**src/rtl/ramn.sv**
```systemverilog
// ramn: single-port DEPTH x WIDTH RAM with a post-reset clear sweep and registered read.
// Latency: reads return one cycle after the request (outp + out_valid pulse); writes land on the edge.
// Backpressure: no downstream stall; busy is high during the clear sweep and requests are dropped then.
//
// Ports:
//   clk       rising-edge clock
//   rst       synchronous active-high reset; restarts the clear sweep at word 0
//   in        write data
//   addr      word address shared by read and write
//   load      write enable: mem[addr] <= in
//   rd_en     read request: outp <= mem[addr] one cycle later
//   outp      registered read data, held between accepted reads
//   out_valid one-cycle strobe marking an outp update
//   busy      clear sweep in progress
module ramn #(
  parameter int WIDTH = 16,
  parameter int DEPTH = 8,
  // Derived from DEPTH; leave at its default.
  parameter int AW    = $clog2(DEPTH)
) (
  input  logic             clk,
  input  logic             rst,
  input  logic [WIDTH-1:0] in,
  input  logic [AW-1:0]    addr,
  input  logic             load,
  input  logic             rd_en,
  output logic [WIDTH-1:0] outp,
  output logic             out_valid,
  output logic             busy
);

  localparam logic [0:0]    ST_CLEAR  = 1'b0;
  localparam logic [0:0]    ST_READY  = 1'b1;
  localparam logic [AW-1:0] LAST_ADDR = AW'(DEPTH - 1);

  logic [0:0]       state;
  logic [AW-1:0]    clr_ptr;
  logic [WIDTH-1:0] mem [DEPTH];
  logic             ready;

  assign ready = (state == ST_READY);
  assign busy  = ~ready;

  // Sweep control: one word cleared per edge, DEPTH edges in total.
  always_ff @(posedge clk) begin
    if (rst) begin
      state   <= ST_CLEAR;
      clr_ptr <= '0;
    end else if (!ready) begin
      clr_ptr <= clr_ptr + 1'b1;  // wraps to 0 at LAST_ADDR since DEPTH is 2**AW
      if (clr_ptr == LAST_ADDR) begin
        state <= ST_READY;
      end
    end
  end

  // Storage has no reset of its own; the sweep provides deterministic contents.
  // The reset edge itself performs no write.
  always_ff @(posedge clk) begin
    if (!rst) begin
      if (!ready) begin
        mem[clr_ptr] <= '0;
      end else if (load) begin
        mem[addr] <= in;
      end
    end
  end

  // Registered read. A simultaneous write to the same (only) address forwards
  // the incoming data so the read sees the new value (write-first).
  always_ff @(posedge clk) begin
    if (rst) begin
      outp      <= '0;
      out_valid <= 1'b0;
    end else if (ready && rd_en) begin
      outp      <= load ? in : mem[addr];
      out_valid <= 1'b1;
    end else begin
      out_valid <= 1'b0;
    end
  end

endmodule

```
**config.mk**
```make
export PLATFORM = sky130hd
export DESIGN_NAME = ramn
export DESIGN_NICKNAME = d
export VERILOG_FILES = /design/src/rtl/ramn.sv
export SDC_FILE = /design/constraint.sdc
export NUM_CORES = 1
export LEC_CHECK = 0
export BUFFER_PORTS_ARGS = -buffer_cell sky130_fd_sc_hd__buf_4
export CAP_MARGIN = 5
export CORE_ASPECT_RATIO = 1.2
export CORE_MARGIN = 3
export CORE_UTILIZATION = 60
export CTS_CLUSTER_DIAMETER = 40
export CTS_CLUSTER_SIZE = 8
export DETAILED_ROUTE_END_ITERATION = 8
export GPL_TIMING_DRIVEN = 0
export HOLD_SLACK_MARGIN = 0.15
export PLACE_DENSITY = 0.78
export SLEW_MARGIN = 20
export SYNTH_ARGS = -nofsm -noshare
export SYNTH_HDL_FRONTEND = slang
export SYNTH_SLANG_ARGS = --single-unit
```
**constraint.sdc**
```tcl
create_clock -name clk -period 2.45 [get_ports clk]
set_clock_uncertainty 0.15 [all_clocks]
set_input_delay 0.245 -clock clk [delete_from_list [all_inputs] [get_ports clk]]
set_output_delay 0.245 -clock clk [all_outputs]
set_load 0.1 [all_outputs]
```
==> results by group, run 1 <==
Global routing
  • First-pass GRT wire length: roughly 22000 um
  • Initial antenna violation count: 0
  • Largest net degree at the start of global routing: 17
  • Total gr overflow: 0
  • Vias in the first global route: 3998
  • Total global-route track usage: between 20% and 30%

CTS
  • Clock Tree Buf Depth: 2
  • Clock root buffer: clkbuf_16
  • Clk slew on worst S/H paths: 0.06 ns
  • Worst-skew pair later-pin latency: approximately 0.42 ns
  • H-tree Lvls: 4
  • Clock sinks: around 150
  • TritonCTS clock tree: done
  • Inserted Clock Buffers: 17

Floorplan
  • Die area: ~12000 um^2
  • Core area: between 10000 and 15000 um^2
  • Initial Utilization: 61.9%
  • Die Height: about 120 um
  • Placement Rows: 40
  • Die width: 99.0 um
  • Top-Level Pins: 41

Power
  • Register share of total power: between 40% and 50%
  • Clock network power share: 45.4%
  • Int Power: around 4.6 mW
  • Leakage power: 2.74 nW
  • PwrDens: between 700 and 800 nW/um^2
  • Peak VDD IR: 0.000639 V
  • Sw Share: between 20% and 30%
  • Combinational share of power: 6.1%
  • Net load switching power: approximately 1.2 mW

Detailed routing
  • First-pass DRT Iterations: 5
  • DRC viols: 0
  • DRT iter0 DRCs: 271
  • Met3 wire len: 1200 um
  • Routed vias/inst: 6.16
  • Routed metal-1 wirelength: 5270 um
  • Via count: 3823
  • Met2 routed WL: between 7000 and 8000 um
  • Routed len/inst: 22.8 um
  • ANT nets after route: 0
  • Top routing layer used: met4
  • Total routed wirelength: approximately 14000 um

Cells and area
  • Fin nets: roughly 510
  • Area grow syn2layout: 22.3%
  • Layout cells sized above 1: 26.1%
  • Number of antenna diodes: 0
  • Final design utilization: around three quarters
  • Final Instance Area: about 7600 um^2

Setup path
  • R2R depth: 6
  • Crit path launch: ready$_SDFF_PP0_
  • Req. time, crit path: between 2 and 2.5 ns
  • Worst setup path endpoint: mem[7][8]$_DFFE_PP_
  • Crit path arrival time: about 2.3 ns
  • Crit path max fanout: 10
  • R2R Setup Slk: a little under 0.09 ns
  • Crit path kind: flop to flop
  • Reg-to-reg endpoint: mem[7][8]$_DFFE_PP_
  • Worst r2r src: ready$_SDFF_PP0_
  • Endpoint class of the critical path: flop
  • Startpoint types: flop

Place
  • Final RePlAce weighted congestion: 0.809
  • Dpl hpwl: about 9100 um
  • PortBufs: 38
  • Post-DP Area: between 6000 and 7000 um^2

STA
  • RSZ-0062 raised after global routing: no
  • Final Slew Violations: 0
  • Final period util: a little over nine tenths
  • Endpoints failing hold: 0
  • Slew HR: a little over half
  • Worst slew pin tran: roughly 0.68 ns
  • Fmax: between 400 and 500 MHz
  • Time the worst path needs with I/O delays and setup: approximately 2.4 ns
  • Setup violators final: 0

Synth
  • #FFs+latches synth: between 100 and 150
  • Seq/Total Area, Yosys: between 60% and 70%
  • Net Count, Synth: 422
  • Most area-consuming cells after synthesis: edfxtp_1, mux2i_1, dfxtp_1
  • Synth warnings: 0
  • Synth top area share: 61.8%
  • Cell variety after synth: 28
  • Area leader, netlist: edfxtp_1
  • Syn_area_per_cell: ~16 um^2
  • Post-synthesis cell count: 397
  • Post-Syn Area: approximately 6200 um^2

Outcome
  • Run status: completed

Worst hold path
  • Hold depth: 2
  • Hold Path Class: primary input to flop

Flow run
  • # Max-Cap Violations: 0
## stage by stage
stage	setup TNS [ns]	setup WS, ns	total power, mW	instances	hold WS, ns
2_1_floorplan	0	0.269	3.07	397	0.312
3_3_place_gp	-81.45	-0.699	3.18	561	0.402
3_5_place_dp	-0.255	-0.0214	3.21	569	0.418
4_1_cts	0	0.125	5.85	621	0.153
5_1_grt	0	0.0317	6.00	621	0.173
6_report	0	0.0893	5.84	621	0.164
## cell usage after synthesis, drive strengths merged
cell / count
clkbuf: 4
ha: 2
nand4: 16
a21bo: 16
edfxtp: 128
a31o: 16
a21o: 1
buf: 28
o21bai: 1
nand3: 1
and3b: 3
inv: 1
nor2b: 5
mux2i: 70
xor2: 1
nor2: 16
a21oi: 16
a22oi: 32
and2: 18
dfxtp: 21
nand2b: 1
## worst min-delay path by stage
stage | from | endpoint | slack (ns)
after floorplan | rst | out_valid$_SDFF_PP0_ | 0.31
after global placement | clr_ptr[0]$_SDFFE_PP0N_ | clr_ptr[0]$_SDFFE_PP0N_ | 0.40
after detailed placement | clr_ptr[1]$_SDFFE_PP0N_ | clr_ptr[1]$_SDFFE_PP0N_ | 0.42
after CTS | in[3] | mem[3][3]$_DFFE_PP_ | 0.15
after global routing | in[5] | outp[5]$_SDFFE_PP0P_ | 0.17
final | in[14] | mem[1][14]$_DFFE_PP_ | 0.16
## state kept, by name, summed over array words and instances (netlist names)
name	count
ready	1
mem	128
out_valid	1
outp	16
clr_ptr	3
## worst max-delay path, cell delays in order, from the launching register on
cell and delay [ns]:
dfxtp_1 0.30, buf_2 0.15, buf_2 0.27, nand3_1 0.12, a21o_1 0.27, nor2_2 0.56, buf_6 0.25
## cells by family after synthesis
kind of cell,synth area share (%)
buf+inv,3.74
fa+ha+maj,0.402
compound gates,10.3
mux,11.3
simple gates,5.65
flops,68.5
xor+xnor,0.141
## power by group through the flow
stage / clock (mW) / combinational (mW) / sequential (mW)
3_5_place_dp: 0 / 0.331 / 2.88
2_1_floorplan: 0 / 0.190 / 2.88
4_1_cts: 2.67 / 0.354 / 2.83
5_1_grt: 2.79 / 0.376 / 2.83
6_report: 2.65 / 0.357 / 2.83
3_3_place_gp: 0 / 0.302 / 2.88
## layout by cell type, fill, tap and decap left out, types with 2 or more instances in the layout
cell	n
a21bo_2	16
a21oi_1	16
a22oi_1	32
a31o_1	16
and2_1	18
and3b_1	3
buf_2	14
buf_4	43
buf_6	8
buf_8	7
bufinv_16	4
clkbuf_1	5
clkbuf_16	17
clkinv_1	2
clkinv_2	3
clkinv_4	2
clkinvlp_4	2
dfxtp_1	21
dlygate4sd3_1	20
edfxtp_1	128
ha_1	2
mux2i_1	70
nand4_1	16
nor2_1	7
nor2_2	9
nor2b_1	4
## metal layers
layer	global-route usage (%)	vias to the layer above
met1	32.0	1870
met5	0	-
met3	6.64	32
li1	-	1719
met2	41.2	202
met4	10.8	0
## repair_timing
item	CTS	global route
gates resized for setup	0	0
endpoints found under the hold margin	30	0
setup buffers	0	0
hold buffers	20	0
## area by class of cell
class                           instances  area (um^2)
Tap cell                              126          158
Multi-Input combinational cell        215         1750
Buffer                                 32          229
Clock buffer                           18          429
Sequential cell                       149         4260
Fill cell                             597         2450
Inverter                                1         3.75
Timing Repair Buffer                   66          598
Clock inverter                         14          184
Power figures use the tool's default switching activity.
==> inputs of run 2 (changes only) <==
Settings changed: BUFFER_PORTS_ARGS -buffer_cell sky130_fd_sc_hd__buf_4 to -buffer_cell sky130_fd_sc_hd__buf_2, HOLD_SLACK_MARGIN 0.15 to not set.
==> run 2 against run 1 <==
Compared with the run above:
- register-to-register slack better by 0.06 ns
- global-route usage is 0.33 points higher
- clock power is 3% lower
- worst hold slack worse by 0.080 ns
- final area is 4.2% lower
- sequential cell count stayed put
- die area stayed put
- clock-buffer cell count is 1 higher
- fmax is 2.6% higher
- critical endpoint is now mem[5][15]$_DFFE_PP_
- largest power group unchanged
- highest routed layer unchanged
==> results by group, run 2 (synthesized netlist as in run 1, its figures left out) <==
Setup path
  • R2R Setup Slk: 0.15 ns (was 0.09 ns)
  • Worst r2r src: ready$_SDFF_PP0_ (unchanged)
  • Crit path kind: flop to flop (unchanged)
  • Req. time, crit path: 2.42 ns (about the same)
  • R2R depth: 6 (unchanged)
  • Reg-to-reg endpoint: mem[5][15]$_DFFE_PP_ (was mem[7][8]$_DFFE_PP_)
  • Crit path max fanout: 10 (unchanged)
  • Endpoint class of the critical path: flop (unchanged)
  • Crit path arrival time: 2.27 ns (was 2.33 ns)
  • Startpoint types: flop (unchanged)

Cells and area
  • Most common cell after layout, fill and taps aside: edfxtp_1 (unchanged)
  • Layout cells sized above 1: 27.2% (was 26.1%)
  • Area grow syn2layout: 17.2% (was 22.3%)
  • Number of antenna diodes: 0 (unchanged)
  • Most frequent cells in the layout: edfxtp_1, mux2i_1, buf_2 (was edfxtp_1, mux2i_1, buf_4)
  • FILL cells: 643 (was 597)
  • Final Instance Area: 7290 um^2 (was 7610 um^2)
  • Fin nets: 487 (was 507)
  • Storage element area: 4260 um^2 (unchanged)
  • Max reg flops: 128 (unchanged)
  • Reg with most FFs: mem (unchanged)
  • Largest regs: mem x128, outp x16, clr_ptr x3 (unchanged)
  • Multi-input gate area: 1760 um^2 (was 1750 um^2)

STA
  • WHS: 0.0842 ns (was 0.164 ns)
  • Slew HR: 57.1% (was 54.3%)
  • Setup violators final: 0 (unchanged)
  • Endpoints failing hold: 0 (unchanged)
  • Time the worst path needs with I/O delays and setup: 2.30 ns (was 2.36 ns)
  • Final period util: 93.9% (was 96.4%)
  • Fmax: 435 MHz (was 424 MHz)
  • Worst slew pin tran: 0.643 ns (was 0.685 ns)
  • RSZ-0062 raised after global routing: no (unchanged)
  • Final Slew Violations: 0 (unchanged)

Floorplan
  • Top-Level Pins: 41 (unchanged)
  • Core area: 10100 um^2 (unchanged)
  • Die area: 11600 um^2 (unchanged)
  • Die width: 99.0 um (unchanged)
  • Placement Rows: 40 (unchanged)
  • Initial Utilization: 61.9% (unchanged)
  • Die Height: 118 um (unchanged)

Worst hold path
  • WHS Endpoint: out_valid$_SDFF_PP0_ (was mem[1][14]$_DFFE_PP_)
  • Hold Crit Start: rd_en (was in[14])
  • Hold Path Class: primary input to flop (unchanged)
  • Hold depth: 2 (unchanged)

CTS
  • Post-cts gate resize count: 0 (unchanged)
  • Setup Buffers After CTS: 0 (unchanged)
  • Clock sinks: 149 (unchanged)
  • Clk slew on worst S/H paths: 0.06 ns (about the same)
  • TritonCTS clock tree: done (unchanged)
  • Clock root buffer: clkbuf_16 (unchanged)
  • Cts hold-fix bufs: 0 (was 20)
  • H-tree Lvls: 4 (unchanged)
  • Inserted Clock Buffers: 17 (unchanged)
  • Clock Tree Buf Depth: 2 (unchanged)
  • Worst-skew pair later-pin latency: 0.42 ns (about the same)

Power
  • PwrDens: 786 nW/um^2 (was 767 nW/um^2)
  • Final Total Pwr: 5.74 mW (was 5.84 mW)
  • Peak VDD IR: 0.000638 V (was 0.000639 V)
  • Leakage power: 2.61 nW (was 2.74 nW)

Global routing
  • Total global-route track usage: 25.7% (was 25.3%)
  • Total gr overflow: 0 (unchanged)
  • Largest net degree at the start of global routing: 17 (unchanged)
  • Vias in the first global route: 3992 (was 3998)
  • Initial antenna violation count: 0 (unchanged)
  • First-pass GRT wire length: 21900 um (was 21600 um)

Detailed routing
  • First-pass DRT Iterations: 5 (unchanged)
  • Routed len/inst: 23.9 um (was 22.8 um)
  • DRT iter0 DRCs: 306 (was 271)
  • Total routed wirelength: 14400 um (was 14200 um)
  • Via count: 3758 (was 3823)
  • ANT nets after route: 0 (unchanged)
  • DRC viols: 0 (unchanged)
  • Routed vias/inst: 6.25 (was 6.16)

Place
  • PortBufs: 38 (unchanged)
  • Dpl hpwl: 9330 um (was 9060 um)
  • Final RePlAce weighted congestion: 0.829 (was 0.809)
  • Post-DP Area: 6700 um^2 (was 6800 um^2)

Outcome
  • Run status: completed (unchanged)

Flow run
  • # Max-Cap Violations: 0 (unchanged)
-- run 2: where the power goes --
group | internal [mW] | switching, mW
sequential | 2.80 | 0.0238
clock | 1.59 | 0.985
combinational | 0.119 | 0.211
-- run 2: metrics by stage --
stage | utilization [%] | setup WS (ns) | setup TNS, ns | instances
4_1_cts | 72.4 | 0.00805 | 0 | 601
6_report | 72.5 | 0.150 | 0 | 601
2_1_floorplan | - | 0.269 | 0 | 397
5_1_grt | 72.5 | 0.0453 | 0 | 601
3_5_place_dp | 66.6 | -0.0662 | -0.793 | 569
3_3_place_gp | 65.3 | -0.688 | -81.80 | 561
-- run 2: worst max-delay path by stage --
stage                                      end              from  slack (ns)
after floorplan            mem[0][0]$_DFFE_PP_           addr[0]        0.27
after global placement     mem[2][2]$_DFFE_PP_           addr[1]       -0.69
after detailed placement   mem[3][9]$_DFFE_PP_           addr[1]       -0.07
after CTS                  mem[3][6]$_DFFE_PP_  ready$_SDFF_PP0_       0.008
after global routing      mem[5][15]$_DFFE_PP_  ready$_SDFF_PP0_        0.05
final                     mem[5][15]$_DFFE_PP_  ready$_SDFF_PP0_        0.15
-- run 2: final cells by class --
class / count / share of cell area, %
Clock inverter: 13 / 2.14
Multi-Input combinational cell: 215 / 24.1
Tap cell: 126 / 2.16
Inverter: 1 / 0.0515
Sequential cell: 149 / 58.5
Clock buffer: 19 / 5.93
Timing Repair Buffer: 46 / 4.05
Buffer: 32 / 3.14
-- run 2: worst max-delay path, stage by stage (launching register included) --
cell     delay (ns)
dfxtp_1        0.31
buf_2          0.16
buf_2          0.26
nand3_1        0.10
a21o_1         0.27
nor2_2         0.51
buf_6          0.25
-- run 2: metal layers --
layer | part of all wire [%] | up-vias | track usage, %
met4 | 2.4 | 0 | 10.4
met5 | 0 | - | 0
met2 | 52 | 148 | 44.2
met3 | 5.5 | 34 | 6.46
met1 | 40 | 1895 | 30.5
li1 | - | 1681 | -
==> inputs of run 3 (changes only) <==
Settings changed: BUFFER_PORTS_ARGS -buffer_cell sky130_fd_sc_hd__buf_2 to not set, CORE_MARGIN 3 to 4, CORE_UTILIZATION 60 to 63, DONT_BUFFER_PORTS set to 1.
==> run 3 against run 2 <==
Compared with the run above:
- clock power up 4%
- non-clock buffer count is 37 lower
- worst hold slack got worse by 0.063 ns
- largest power group unchanged
- first-iteration DRC count fell by 29%
- utilization is 1.9 points higher
- wire length fell by 2.5%
- worst setup slack lost 0.015 ns
- sequential share of layout area grew 1.5 points
- final area is 2.5% lower
- critical path depth did not move
==> results by group, run 3 (synthesized netlist as in run 1, its figures left out) <==
Power
  • Final Total Pwr: 5.82 mW (was 5.74 mW)
  • PwrDens: 818 nW/um^2 (was 786 nW/um^2)
  • Leakage power: 2.45 nW (was 2.61 nW)
  • Peak VDD IR: 0.000667 V (was 0.000638 V)

Cells and area
  • Storage element area: 4260 um^2 (unchanged)
  • Fin nets: 450 (was 487)
  • Most frequent cells in the layout: edfxtp_1, mux2i_1, a22oi_1 (was edfxtp_1, mux2i_1, buf_2)
  • Final Instance Area: 7110 um^2 (was 7290 um^2)
  • Number of antenna diodes: 0 (unchanged)
  • Final design utilization: 74.4% (was 72.5%)
  • Multi-input gate area: 1750 um^2 (was 1760 um^2)
  • FILL cells: 584 (was 643)
  • Area grow syn2layout: 14.3% (was 17.2%)
  • Reg with most FFs: mem (unchanged)
  • Most common cell after layout, fill and taps aside: edfxtp_1 (unchanged)
  • Max reg flops: 128 (unchanged)
  • Layout cells sized above 1: 21.0% (was 27.2%)
  • Largest regs: mem x128, outp x16, clr_ptr x3 (unchanged)

Outcome
  • Run status: completed (unchanged)

Floorplan
  • Initial Utilization: 65.1% (was 61.9%)
  • Top-Level Pins: 41 (unchanged)
  • Core area: 9560 um^2 (was 10100 um^2)
  • Die Height: 117 um (was 118 um)
  • Placement Rows: 39 (was 40)
  • Die width: 98.7 um (was 99.0 um)
  • Die area: 11500 um^2 (was 11600 um^2)

Detailed routing
  • DRT iter0 DRCs: 216 (was 306)
  • First-pass DRT Iterations: 5 (unchanged)
  • Via count: 3574 (was 3758)
  • Routed len/inst: 25.0 um (was 23.9 um)
  • Total routed wirelength: 14000 um (was 14400 um)
  • ANT nets after route: 0 (unchanged)
  • DRC viols: 0 (unchanged)
  • Routed vias/inst: 6.37 (was 6.25)

Place
  • Post-DP Area: 6490 um^2 (was 6700 um^2)
  • Dpl hpwl: 9160 um (was 9330 um)
  • PortBufs: 0 (was 38)
  • Final RePlAce weighted congestion: 0.795 (was 0.829)

CTS
  • H-tree Lvls: 4 (unchanged)
  • Inserted Clock Buffers: 17 (unchanged)
  • Cts hold-fix bufs: 1 (was 0)
  • Setup Buffers After CTS: 0 (unchanged)
  • Clock root buffer: clkbuf_16 (unchanged)
  • Clock Tree Buf Depth: 2 (unchanged)
  • Clock sinks: 149 (unchanged)
  • Clk slew on worst S/H paths: 0.06 ns (about the same)
  • Worst-skew pair later-pin latency: 0.42 ns (about the same)
  • TritonCTS clock tree: done (unchanged)
  • Post-cts gate resize count: 0 (unchanged)

Setup path
  • Delay of the slowest critical-path stage: 0.58 ns (was 0.51 ns)
  • Crit path max fanout: 10 (unchanged)
  • CP cell instances: buf_2, buf_2, nand3_1, a21o_1, nor2_2, buf_6 (unchanged)
  • Endpoint class of the critical path: flop (unchanged)
  • Crit path kind: flop to flop (unchanged)
  • Worst path slowest cell: nor2_2 (unchanged)
  • Startpoint types: flop (unchanged)
  • Req. time, crit path: 2.43 ns (was 2.42 ns)
  • Critical path's most frequent cell: buf_2 (unchanged)
  • CP Buf/Inv Count: 3 (unchanged)
  • CP top delay family: simple AND/OR/NAND/NOR gates (was buffers and inverters)
  • Crit path arrival time: 2.29 ns (was 2.27 ns)

Global routing
  • Total gr overflow: 0 (unchanged)
  • First-pass GRT wire length: 21200 um (was 21900 um)
  • Initial antenna violation count: 0 (unchanged)
  • Largest net degree at the start of global routing: 17 (unchanged)
  • Routing usage on met2: 43.9% (was 44.2%)
  • Vias in the first global route: 3728 (was 3992)
  • GR met3 Demand/Resource: 7.59% (was 6.46%)
  • Total global-route track usage: 25.7% (about the same)
  • Met1 Use GR: 29.9% (was 30.5%)
  • GR peak layer: met2 (unchanged)

STA
  • Worst slew pin tran: 1.00 ns (was 0.643 ns)
  • Setup violators final: 0 (unchanged)
  • Fmax: 432 MHz (was 435 MHz)
  • Endpoints failing hold: 0 (unchanged)
  • Slew HR: 33.0% (was 57.1%)
  • Final Slew Violations: 0 (unchanged)
  • Final period util: 94.5% (was 93.9%)
  • Time the worst path needs with I/O delays and setup: 2.32 ns (was 2.30 ns)
  • RSZ-0062 raised after global routing: no (unchanged)

Flow run
  • # Max-Cap Violations: 0 (unchanged)

Worst hold path
  • Hold Path Class: primary input to flop (unchanged)
==> run 3: worst register-to-register path, cell delays in order, from the launching register on <==
cell and delay, ns:
dfxtp_1 0.30, buf_2 0.14, buf_2 0.25, nand3_1 0.10
a21o_1 0.26, nor2_2 0.58, buf_6 0.25
==> run 3: cell type report <==
| type | count | share of cell area, % |
|---|---|---|
| multi-input cells | 215 | 24.5 |
| well taps | 123 | 2.16 |
| flip-flops and latches | 149 | 59.9 |
| clock inverters | 14 | 2.59 |
| repair buffers | 9 | 1.46 |
| plain buffers | 32 | 3.22 |
| inverters | 1 | 0.0528 |
| clock buffers | 18 | 6.03 |
==> run 3: per-layer routing <==
metal | up-vias | wire, um
met1 | 1783 | 5290
met2 | 155 | 7140
met3 | 32 | 1140
li1 | 1604 | -
met4 | 0 | 432
met5 | - | 0
==> run 3: through the flow <==
step	std cells	hold slack [ns]	setup WS (ns)	setup TNS (ns)
floorplan	397	0.312	0.269	0
global placement	520	0.353	-0.550	-60.96
detailed placement	528	0.348	0.0631	0
CTS	561	0.0104	0.118	0
global route	561	0.0278	0.0220	0
finish	561	0.0211	0.135	0
==> run 3: report_power, final <==
part / switching (mW) / internal [mW]
combinational: 0.185 / 0.105
clock: 0.997 / 1.70
sequential: 0.0304 / 2.80
==> run 3: final timing paths <==
check | startpoint | to | slack (ns) | cells after the start
setup / recovery | ready$_SDFF_PP0_ | mem[7][15]$_DFFE_PP_ | 0.13 | 6
hold / removal | in[3] | outp[3]$_SDFFE_PP0P_ | 0.02 | 3
setup reg to reg | ready$_SDFF_PP0_ | mem[7][15]$_DFFE_PP_ | 0.13 | 6
hold reg to reg | clr_ptr[0]$_SDFFE_PP0N_ | clr_ptr[0]$_SDFFE_PP0N_ | 0.45 | 2
